### src/rtl/frame_merge_pkg.sv
// Shared frame markers and arbiter state encoding for frame_merge_arbiter.
// The ABORT state exists only when FRAME_TIMEOUT_EN is defined.
package frame_merge_pkg;

  localparam logic [7:0] HEADER_ID  = 8'hAA;
  localparam logic [7:0] FOOTER_ID  = 8'h55;
  localparam logic [7:0] ABORT_CODE = 8'hEE;

`ifdef FRAME_TIMEOUT_EN
  typedef enum logic [1:0] {StIdle, StXfer, StAbort} state_e;
`else
  typedef enum logic [1:0] {StIdle, StXfer} state_e;
`endif

endpackage

### src/rtl/frame_merge_arbiter_rr_select.sv
// Round-robin picker: first requester after last_i, wrapping modulo N.
module rr_select #(
  parameter int unsigned N  = 4,
  parameter int unsigned GW = $clog2(N)
) (
  input  logic [N-1:0]  req_i,
  input  logic [GW-1:0] last_i,
  output logic [GW-1:0] grant_o,
  output logic          found_o
);

  always_comb begin
    grant_o = '0;
    found_o = 1'b0;
    for (int unsigned i = 1; i <= N; i++) begin
      if (!found_o && req_i[(32'(last_i) + i) % N]) begin
        found_o = 1'b1;
        grant_o = GW'((32'(last_i) + i) % N);
      end
    end
  end

endmodule

### src/rtl/frame_merge_arbiter.sv
// Merges N_CH framed word streams onto one output, one whole frame at a time.
// Define FRAME_TIMEOUT_EN to add the mid-frame stall timeout and ABORT footer.
module frame_merge_arbiter
  import frame_merge_pkg::*;
#(
  parameter int unsigned N_CH           = 4,
  parameter int unsigned DOUT_WIDTH     = 64,
  parameter int unsigned TIMEOUT_CYCLES = 1024
) (
  input  logic                       RD_CLK,
  input  logic                       RD_RESET,
  input  logic [N_CH*DOUT_WIDTH-1:0] CH_DIN,
  input  logic [N_CH-1:0]            CH_VALID,
  output logic [N_CH-1:0]            CH_READY,
  output logic [DOUT_WIDTH-1:0]      DOUT,
  output logic                       oVALID,
  input  logic                       iREADY,
  output logic [$clog2(N_CH)-1:0]    GRANT_ID,
  output logic                       BUSY,
  output logic [15:0]                DROP_CNT
);

  localparam int unsigned GW = $clog2(N_CH);

  if (N_CH < 2 || N_CH > 16 || DOUT_WIDTH < 16 || TIMEOUT_CYCLES < 1) begin : g_bad_param
    $error("frame_merge_arbiter: illegal parameter value");
  end

  state_e                state_q, state_d;
  logic [GW-1:0]         grant_q, grant_d;
  logic [DOUT_WIDTH-1:0] dout_q;
  logic                  ovalid_q;
  logic [15:0]           drop_q;

  logic [DOUT_WIDTH-1:0] ch_word [N_CH];
  logic [N_CH-1:0]       hdr_req, dat_req, ch_ready;
  logic [GW-1:0]         rr_grant, drop_idx;
  logic                  rr_found, drop_found;
  logic                  out_free, load, drop_en, footer_acc;
  logic [DOUT_WIDTH-1:0] load_word;

  always_comb begin
    for (int i = 0; i < int'(N_CH); i++) begin
      ch_word[i] = CH_DIN[i*DOUT_WIDTH +: DOUT_WIDTH];
      hdr_req[i] = CH_VALID[i] && (ch_word[i][DOUT_WIDTH-1 -: 8] == HEADER_ID);
      dat_req[i] = CH_VALID[i] && !hdr_req[i];
    end
  end

  rr_select #(
    .N  (N_CH),
    .GW (GW)
  ) u_rr_select (
    .req_i   (hdr_req),
    .last_i  (grant_q),
    .grant_o (rr_grant),
    .found_o (rr_found)
  );

  // Descending scan so the lowest-index stray word wins.
  always_comb begin
    drop_found = 1'b0;
    drop_idx   = '0;
    for (int i = int'(N_CH) - 1; i >= 0; i--) begin
      if (dat_req[i]) begin
        drop_found = 1'b1;
        drop_idx   = GW'(i);
      end
    end
  end

  assign out_free   = ~ovalid_q | iREADY;
  assign footer_acc = (state_q == StXfer) && load &&
                      (ch_word[grant_q][DOUT_WIDTH-1 -: 8] == FOOTER_ID);

`ifdef FRAME_TIMEOUT_EN
  localparam int unsigned CntW = $clog2(TIMEOUT_CYCLES + 1);

  logic [CntW-1:0] cnt_q, cnt_d;
  logic            timeout;

  // Counts consecutive XFER cycles in which the owner presents nothing.
  always_comb begin
    cnt_d   = '0;
    timeout = 1'b0;
    if (state_q == StXfer && !CH_VALID[grant_q]) begin
      if (cnt_q == CntW'(TIMEOUT_CYCLES - 1)) begin
        timeout = 1'b1;
      end else begin
        cnt_d = cnt_q + 1'b1;
      end
    end
  end

  always_ff @(posedge RD_CLK or posedge RD_RESET) begin
    if (RD_RESET) begin
      cnt_q <= '0;
    end else begin
      cnt_q <= cnt_d;
    end
  end
`endif

  // State register
  always_ff @(posedge RD_CLK or posedge RD_RESET) begin
    if (RD_RESET) begin
      state_q <= StIdle;
      grant_q <= GW'(N_CH - 1);
    end else begin
      state_q <= state_d;
      grant_q <= grant_d;
    end
  end

  // Next-state logic
  always_comb begin
    state_d = state_q;
    grant_d = grant_q;
    unique case (state_q)
      StIdle: begin
        if (rr_found && out_free) begin
          state_d = StXfer;
          grant_d = rr_grant;
        end
      end
      StXfer: begin
        if (footer_acc) begin
          state_d = StIdle;
`ifdef FRAME_TIMEOUT_EN
        end else if (timeout) begin
          state_d = StAbort;
`endif
        end
      end
`ifdef FRAME_TIMEOUT_EN
      StAbort: begin
        if (out_free) begin
          state_d = StIdle;
        end
      end
`endif
      default: state_d = StIdle;
    endcase
  end

  // Output / handshake decode
  always_comb begin
    ch_ready  = '0;
    load      = 1'b0;
    drop_en   = 1'b0;
    load_word = ch_word[grant_q];
    unique case (state_q)
      StIdle: begin
        if (rr_found) begin
          ch_ready[rr_grant] = out_free;
          load               = out_free;
          load_word          = ch_word[rr_grant];
        end else if (drop_found) begin
          ch_ready[drop_idx] = 1'b1;
          drop_en            = 1'b1;
        end
      end
      StXfer: begin
        ch_ready[grant_q] = out_free;
        load              = out_free & CH_VALID[grant_q];
      end
`ifdef FRAME_TIMEOUT_EN
      StAbort: begin
        load      = out_free;
        load_word = {FOOTER_ID, ABORT_CODE, {(DOUT_WIDTH - 16){1'b0}}};
      end
`endif
      default: ;
    endcase
  end

  always_ff @(posedge RD_CLK or posedge RD_RESET) begin
    if (RD_RESET) begin
      dout_q   <= '0;
      ovalid_q <= 1'b0;
      drop_q   <= '0;
    end else begin
      if (load) begin
        dout_q   <= load_word;
        ovalid_q <= 1'b1;
      end else if (iREADY) begin
        ovalid_q <= 1'b0;
      end
      if (drop_en && drop_q != 16'hFFFF) begin
        drop_q <= drop_q + 16'd1;
      end
    end
  end

  // Ready is combinational from CH_VALID, so hold it off while reset is asserted.
  assign CH_READY = RD_RESET ? '0 : ch_ready;
  assign DOUT     = dout_q;
  assign oVALID   = ovalid_q;
  assign GRANT_ID = grant_q;
  assign BUSY     = (state_q != StIdle);
  assign DROP_CNT = drop_q;

endmodule

### config.mk
export PLATFORM = sky130hd
export DESIGN_NAME = frame_merge_arbiter
export DESIGN_NICKNAME = d
export VERILOG_FILES = /design/src/rtl/frame_merge_pkg.sv /design/src/rtl/frame_merge_arbiter_rr_select.sv /design/src/rtl/frame_merge_arbiter.sv
export SDC_FILE = /design/constraint.sdc
export NUM_CORES = 1
export LEC_CHECK = 0
export BUFFER_PORTS_ARGS = -buffer_cell sky130_fd_sc_hd__buf_4
export CELL_PAD_IN_SITES_DETAIL_PLACEMENT = 0
export CELL_PAD_IN_SITES_GLOBAL_PLACEMENT = 2
export CORE_UTILIZATION = 30
export DETAILED_ROUTE_END_ITERATION = 8
export GPL_TIMING_DRIVEN = 0
export PLACE_DENSITY_LB_ADDON = 0.1
export SYNTH_ARGS = -nofsm -noshare
export SYNTH_HDL_FRONTEND = slang
export SYNTH_SLANG_ARGS = --single-unit
### constraint.sdc
create_clock -name RD_CLK -period 6.68 [get_ports RD_CLK]
set_input_delay 1.002 -clock RD_CLK [delete_from_list [all_inputs] [get_ports RD_CLK]]
set_output_delay 1.002 -clock RD_CLK [all_outputs]
set_load 0.01 [all_outputs]
Yosys cells after proc, flatten, opt, wreduce, memory -nomap -nowiden
Cells that the tools add are included.
Widths: inputs -> output; s select.

word-level totals
  bits of input ports = 263
  logic and storage cells = 122
  register bits after elaboration = 85
  output and inout port bits = 88

operators by class
  eq/ne operators = 9
  order comparisons = 12
  add/subtract/negate cells = 5
  reduce and logical (&&, ||, !) cells = 30
  bitwise operators = 7
  mux-type cells = 54

operators with widths
  cell                   count
  $mux 64                6
  $bmux 64 s2            2
  $eq 8x8->1 const B     4
  $mux 1                 22
  $lt 2x3->1 const B     7
  $mux 2                 10
  $logic_and 1x1->1      18
  $add 16x1->16 const B  1
  $ne 16x16->1 const B   1
  $mux 4                 3
  $bmux 1 s2             5
  $and 4x4->4            2
  $eq 8x7->1 const B     1
  $pmux 4 s2             1
  $logic_not 1->1        7
  $demux 1 s2            3
  $ge 2x1->1 const B     3
  $ge 3x3->1 const B     2
  $not 2->3              2
  $add 2x1->2 const B    2
  $add 2x2->2 const B    2
  $ne 2x2->1 const B     2
  $pmux 2 s2             1
  $reduce_and 2->1       2
  7 further kinds        8

Logic depth before layout (Yosys ltp)
  word-level depth = 22
  mapped depth = 14
  mapped depth without buffers = 9

Modules after synthesis
From an unflattened synthesis, not the netlist that was laid out.

unflattened totals
  cells, all modules = 718
  area, all modules = 7380.8 sq um

by module, submodules not included
  module               cells each  seq. area each (sq um)  area an instance (sq um)  instances
  frame_merge_arbiter  704         2104.5                  7289.5                    1
  rr_select            14          0.0                     91.3                      1

Worst setup path before layout
No wires, ideal clock.

  path kind = register to output
  start = reg grant_q[1] (netlist: GRANT_ID[1])
  end = out CH_READY[3]
  stages on the path, launching flop included = 15
  buffers on the path = 5
  required time = 5.678 ns
  setup slack = 2.728 ns
  data arrival time = 2.950 ns
  path through = dfstp_2 > buf_2 > inv_1 > ha_1 > clkbuf_1 > nand4_1 > a221oi_1 > o22ai_1 > o21ba_1 > buf_4 > buf_6 > buf_6 > nand2_1 > or2_1 > a21oi_1

between the ends
  cells in the longest elaborated chain, start to end = 21
  elaborated cells on any way between the ends = 41
  classes of those cells = add/sub: 4; order compare: 4; mux: 23; bitwise: 2; reduce/logical: 8

ends and longest elaborated chain
  what                                                            RTL line                                                                  RTL
  start, declared                                                 frame_merge_arbiter.sv:30                                                 logic [GW-1:0] grant_q, grant_d;
  start signal, assigned                                          frame_merge_arbiter.sv:108                                                grant_q <= GW'(N_CH - 1);
  start signal, assigned                                          frame_merge_arbiter.sv:111                                                grant_q <= grant_d;
  $add 2x1->2                                                     frame_merge_arbiter_rr_select.sv:16, frame_merge_arbiter_rr_select.sv:18
  $bmux 1 s2                                                      frame_merge_arbiter_rr_select.sv:16                                       if (!found_o && req_i[(32'(last_i) + i) % N]) begin
  $mux 1 (not written as such)                                    frame_merge_arbiter_rr_select.sv:16
  $mux 1                                                          frame_merge_arbiter_rr_select.sv:16
  $logic_not 1->1                                                 frame_merge_arbiter_rr_select.sv:16
  $logic_and 1x1->1                                               frame_merge_arbiter_rr_select.sv:16
  $mux 1                                                          frame_merge_arbiter_rr_select.sv:16
  $logic_not 1->1                                                 frame_merge_arbiter_rr_select.sv:16
  [... 5 more ...]                                                -
  $lt 2x3->1 (not written as such) or $ge 2x1->1 (tied branches)  frame_merge_arbiter.sv:155                                                ch_ready[rr_grant] = out_free;
  $logic_and 1x1->1 (not written as such)                         frame_merge_arbiter.sv:155
  $mux 1 (not written as such)                                    frame_merge_arbiter.sv:155
  $demux 1 s2                                                     frame_merge_arbiter.sv:155
  $and 4x4->4 (no line)                                           -
  $mux 4                                                          frame_merge_arbiter.sv:154                                                if (rr_found) begin
  $pmux 4 s2 *                                                    frame_merge_arbiter.sv:152                                                unique case (state_q)
  $mux 4 *                                                        frame_merge_arbiter.sv:196                                                assign CH_READY = RD_RESET ? '0 : ch_ready;
  end, declared                                                   frame_merge_arbiter.sv:14                                                 output logic [N_CH-1:0] CH_READY,

Every way passes the cells marked *; elsewhere a longest branch is shown, timed or not. The select of a mux whose other input is x is not followed.

Worst setup path after layout
  start = reg grant_q[1] (netlist: GRANT_ID[1])
  end = out CH_READY[2]

The elaborated chain is that of the path after synthesis.

==> metrics.md <==
| Metric | Value |
|---|---|
| Per-cell via count in the routed design | `5.38` |
| Remaining number of nets flagged by the antenna check after routing | `0` |
| Total overflow reported by the global router | `0` |
| Remaining max-slew budget at the tightest pin | `a little under 30%` |
| Die boundary width | `161 um` |
| Std-Cell Core Area | `around 24000 um^2` |
| Cell chain of the critical path | `buf_2 -> inv_1 -> ha_1 -> clkbuf_1 -> nand4_1 -> a221oi_1 -> o22ai_1 -> o21ba_1 -> buf_4 -> buf_6 -> buf_6 -> nor3_1 -> a311oi_1 -> a211oi_1 -> buf_4` |
| Category of the worst setup path capture point | `primary output` |
| Worst setup timing slack at the placement stage | `roughly 1.9 ns` |
| Final HPWL DP | `roughly 24000 um` |
| Share of layout cells above drive strength 1 | `between 40% and 50%` |
| Wirelength, routed | `between 30000 and 40000 um` |
| Total of warnings raised by yosys | `0` |
| Number of cell rows | `between 50 and 60` |
| Maximum fanout count along the critical path | `10` |
| Arr. time, crit path | `~4.1 ns` |
| Number of setup buffers added after CTS | `0` |
| Unique cell type count in the Yosys netlist | `62` |
| Post-cts gate resize count | `0` |
| Number of violations reported at the end of detailed-routing iteration 0 | `roughly 570` |
| Clock buffer count from CTS | `9` |
| Length of the first detailed-routing pass in iterations | `6` |
| Mapped Cells | `between 700 and 800` |
| Setup Total Neg Slack | `0 ns` |
| Netlist area before placement | `~7500 um^2` |
| Relative area change from synthesis to final layout | `44.2%` |
| FF+latch count, synth | `84` |
| Latest clock arrival within the worst-skew pair | `0.35 ns` |
| Total GRT Usage | `about a quarter` |
| Slew @ Worst Pin | `1.05 ns` |
| Sequential-to-total area share from yosys stat | `27.9%` |
| Antenna violations before repair | `3` |
| Leakage | `roughly 0.0049 uW` |
| Hold Crit Class | `flop to flop` |
| Max-cap violations | `0` |
| Pwr per Cell Area | `279 nW/um^2` |
| Maximum number of pins on one net before global-route repair | `46` |
| Sink count of the clock tree | `84` |
| Leading post-synthesis cells by instance count | `nand2_1 (83), dfrtp_1 (82), mux4_2 (65)` |
| Number of nets at the end of the flow | `1352` |
| Element type at the critical path start | `flop` |
| Worst Hold Margin | `around 0.47 ns` |
| Synthesized area per cell | `about 10 um^2` |
| Synth async-reset ratio | `100%` |
| Initial cell density of the core | `~31%` |
| Critical path start-end classification | `flop to primary output` |
| Setup ws final | `around 1.5 ns` |
| Die height | `about 160 um` |
| IO Pins | `351` |
| Final worst-path cycle share | `77.0%` |
| Number of hold-slack violations in the final timing report | `0` |
| Max H-tree Level | `3` |
| Final number of max-transition violations | `0` |
| IO buf count | `350` |
| Deepest clock path buffer count | `2` |
| Most repeated cell in the gate-level netlist after synthesis | `nand2_1` |
| Synth top area cells | `dfrtp_1 (27%), mux4_2 (19%), mux2_2 (7.9%)` |
| Fmax | `194 MHz` |
| Seq pwr share | `~29%` |
| Post-CTS Hold Buffers | `0` |
| TritonCTS clock tree | `done` |
| Status | `finished clean` |
| Total internal power | `~1900 uW` |
| Share of Yosys cell area claimed by the top area cell type | `between 20% and 30%` |
| Synth area leader | `dfrtp_1` |
| Final core area utilization | `44.5%` |
| Switching share of power | `roughly 39%` |
| Routability congestion estimate from global placement | `0.832` |
| Worst ir drop on vdd | `0.120 mV` |
| Setup repair after global routing missed its margin | `no` |
| Number of nets in the synthesized netlist | `990` |
| Finish-stage setup viols | `0` |
| CP Data Required Time | `~5.7 ns` |
| Final Critical Period | `roughly 5 ns` |
| Layout Skew | `0.0123 ns` |
| Master cell of the clock root buffer | `clkbuf_16` |
| Top flip-flop cell by instance count after synthesis | `dfrtp_1` |
| Logic pwr share | `55.5%` |
| Vias in the first global route | `7887` |
| Standard cell with the maximum stage delay on the critical path | `dfstp_2` |
| Largest stage delay on the critical path | `~0.60 ns` |
| Global-route wire length before repair | `46800 um` |
| Clock transition at the registers of the reported paths | `around 0.070 ns` |
| Overall die area | `25800 um^2` |
| Remaining design rule violation count | `0` |
| Clock network fraction of design power | `15.8%` |
| Total number of vias | `around 7.6k` |
| Net switching power | `around 1200 uW` |
| Post-detailed-route wirelength per cell | `21.8 um` |
| Post-synth EDFFs | `0` |
-- cell usage in the layout, fill, tap and decap left out, types with 3 or more instances in the layout --
cell / count
nor2_1: 44
clkbuf_1: 26
a211oi_1: 3
nand4_1: 8
and3_1: 5
mux2i_1: 21
o21ai_1: 22
buf_6: 10
a21oi_1: 49
a22oi_1: 32
mux4_2: 65
nand2_1: 83
mux2_1: 39
nor4_1: 6
buf_1: 7
clkbuf_16: 9
dfrtp_1: 82
mux2_2: 53
diode_2: 3
a31oi_1: 25
a2bb2oi_1: 21
xor2_1: 6
a311oi_1: 4
inv_1: 4
buf_2: 16
nor3_1: 5
o21ai_0: 10
ha_1: 5
nand3_1: 12
buf_4: 356
xnor2_1: 9
and4bb_1: 4
-- worst paths after layout --
check	cells past startpoint	endpoint	slack, ns	startpoint
max in group asynchronous	3	GRANT_ID[1]	5.25	RD_RESET
min	2	DOUT[58]	0.47	DOUT[58]
max	15	CH_READY[2]	1.53	GRANT_ID[1]
min in group asynchronous	2	DROP_CNT[0]	0.75	RD_RESET
max reg2reg	11	DOUT[1]	2.93	GRANT_ID[1]
min reg2reg	2	DOUT[58]	0.47	DOUT[58]
-- metal layers --
layer	vias up	GRT usage, %	wire length, um
met3	36	5.76	2200
li1	3551	-	-
met5	-	0	0
met2	296	39.1	15000
met1	3728	30.4	13000
met4	0	8.44	690
-- cells by family (layout without fill, tap and decap cells) --
logic type | Yosys count | in the layout | synth area share [%]
compound gates | 184 | 184 | 16.3
xor+xnor | 15 | 15 | 1.74
flops | 84 | 84 | 27.9
mux | 178 | 178 | 35.9
fa+ha+maj | 5 | 5 | 0.830
buf+inv | 68 | 435 | 4.94
other cells | 0 | 3 | 0
simple gates | 188 | 188 | 12.4
-- per-stage QoR --
step | area, um^2 | cells | total power, uW
after floorplan | 7540 | 722 | 1810
after global placement | 10600 | 1396 | 2570
after detailed placement | 10600 | 1397 | 2580
after CTS | 10900 | 1413 | 3070
after global routing | 10900 | 1416 | 3250
final | 10900 | 1416 | 3030
-- sequential cells by signal, summed over array words and instances (netlist names) --
register,cells
oVALID,1
state_q,1
GRANT_ID,2
DOUT,64
DROP_CNT,16
-- layout make-up --
class	instances	area (um^2)
sequential	84	2100
buffer	62	350
clock inverter	4	26.3
fill	2461	13600
timing repair buffer	351	2660
inverter	6	25.0
clock buffer	12	236
multi-input combinational	570	5060
antenna	3	7.51
tap	324	405
-- power by group through the flow --
stage	registers (uW)	clock network (uW)	logic, uW
after CTS	872	494	1700
after global placement	875	0	1700
after detailed placement	878	0	1700
final	870	478	1680
after global routing	901	514	1830
after floorplan	959	0	856
-- worst max-delay path: cells and delay by family, from the launching register on --
family	cells	cell delay [ns]
DFF	1	0.60
and+or+nand+nor	2	0.27
buffers and inverters	7	1.48
AOI/OAI and AO/OA	5	1.14
adders and majority gates	1	0.31
Note: power is estimated with default switching activity, not from simulation.
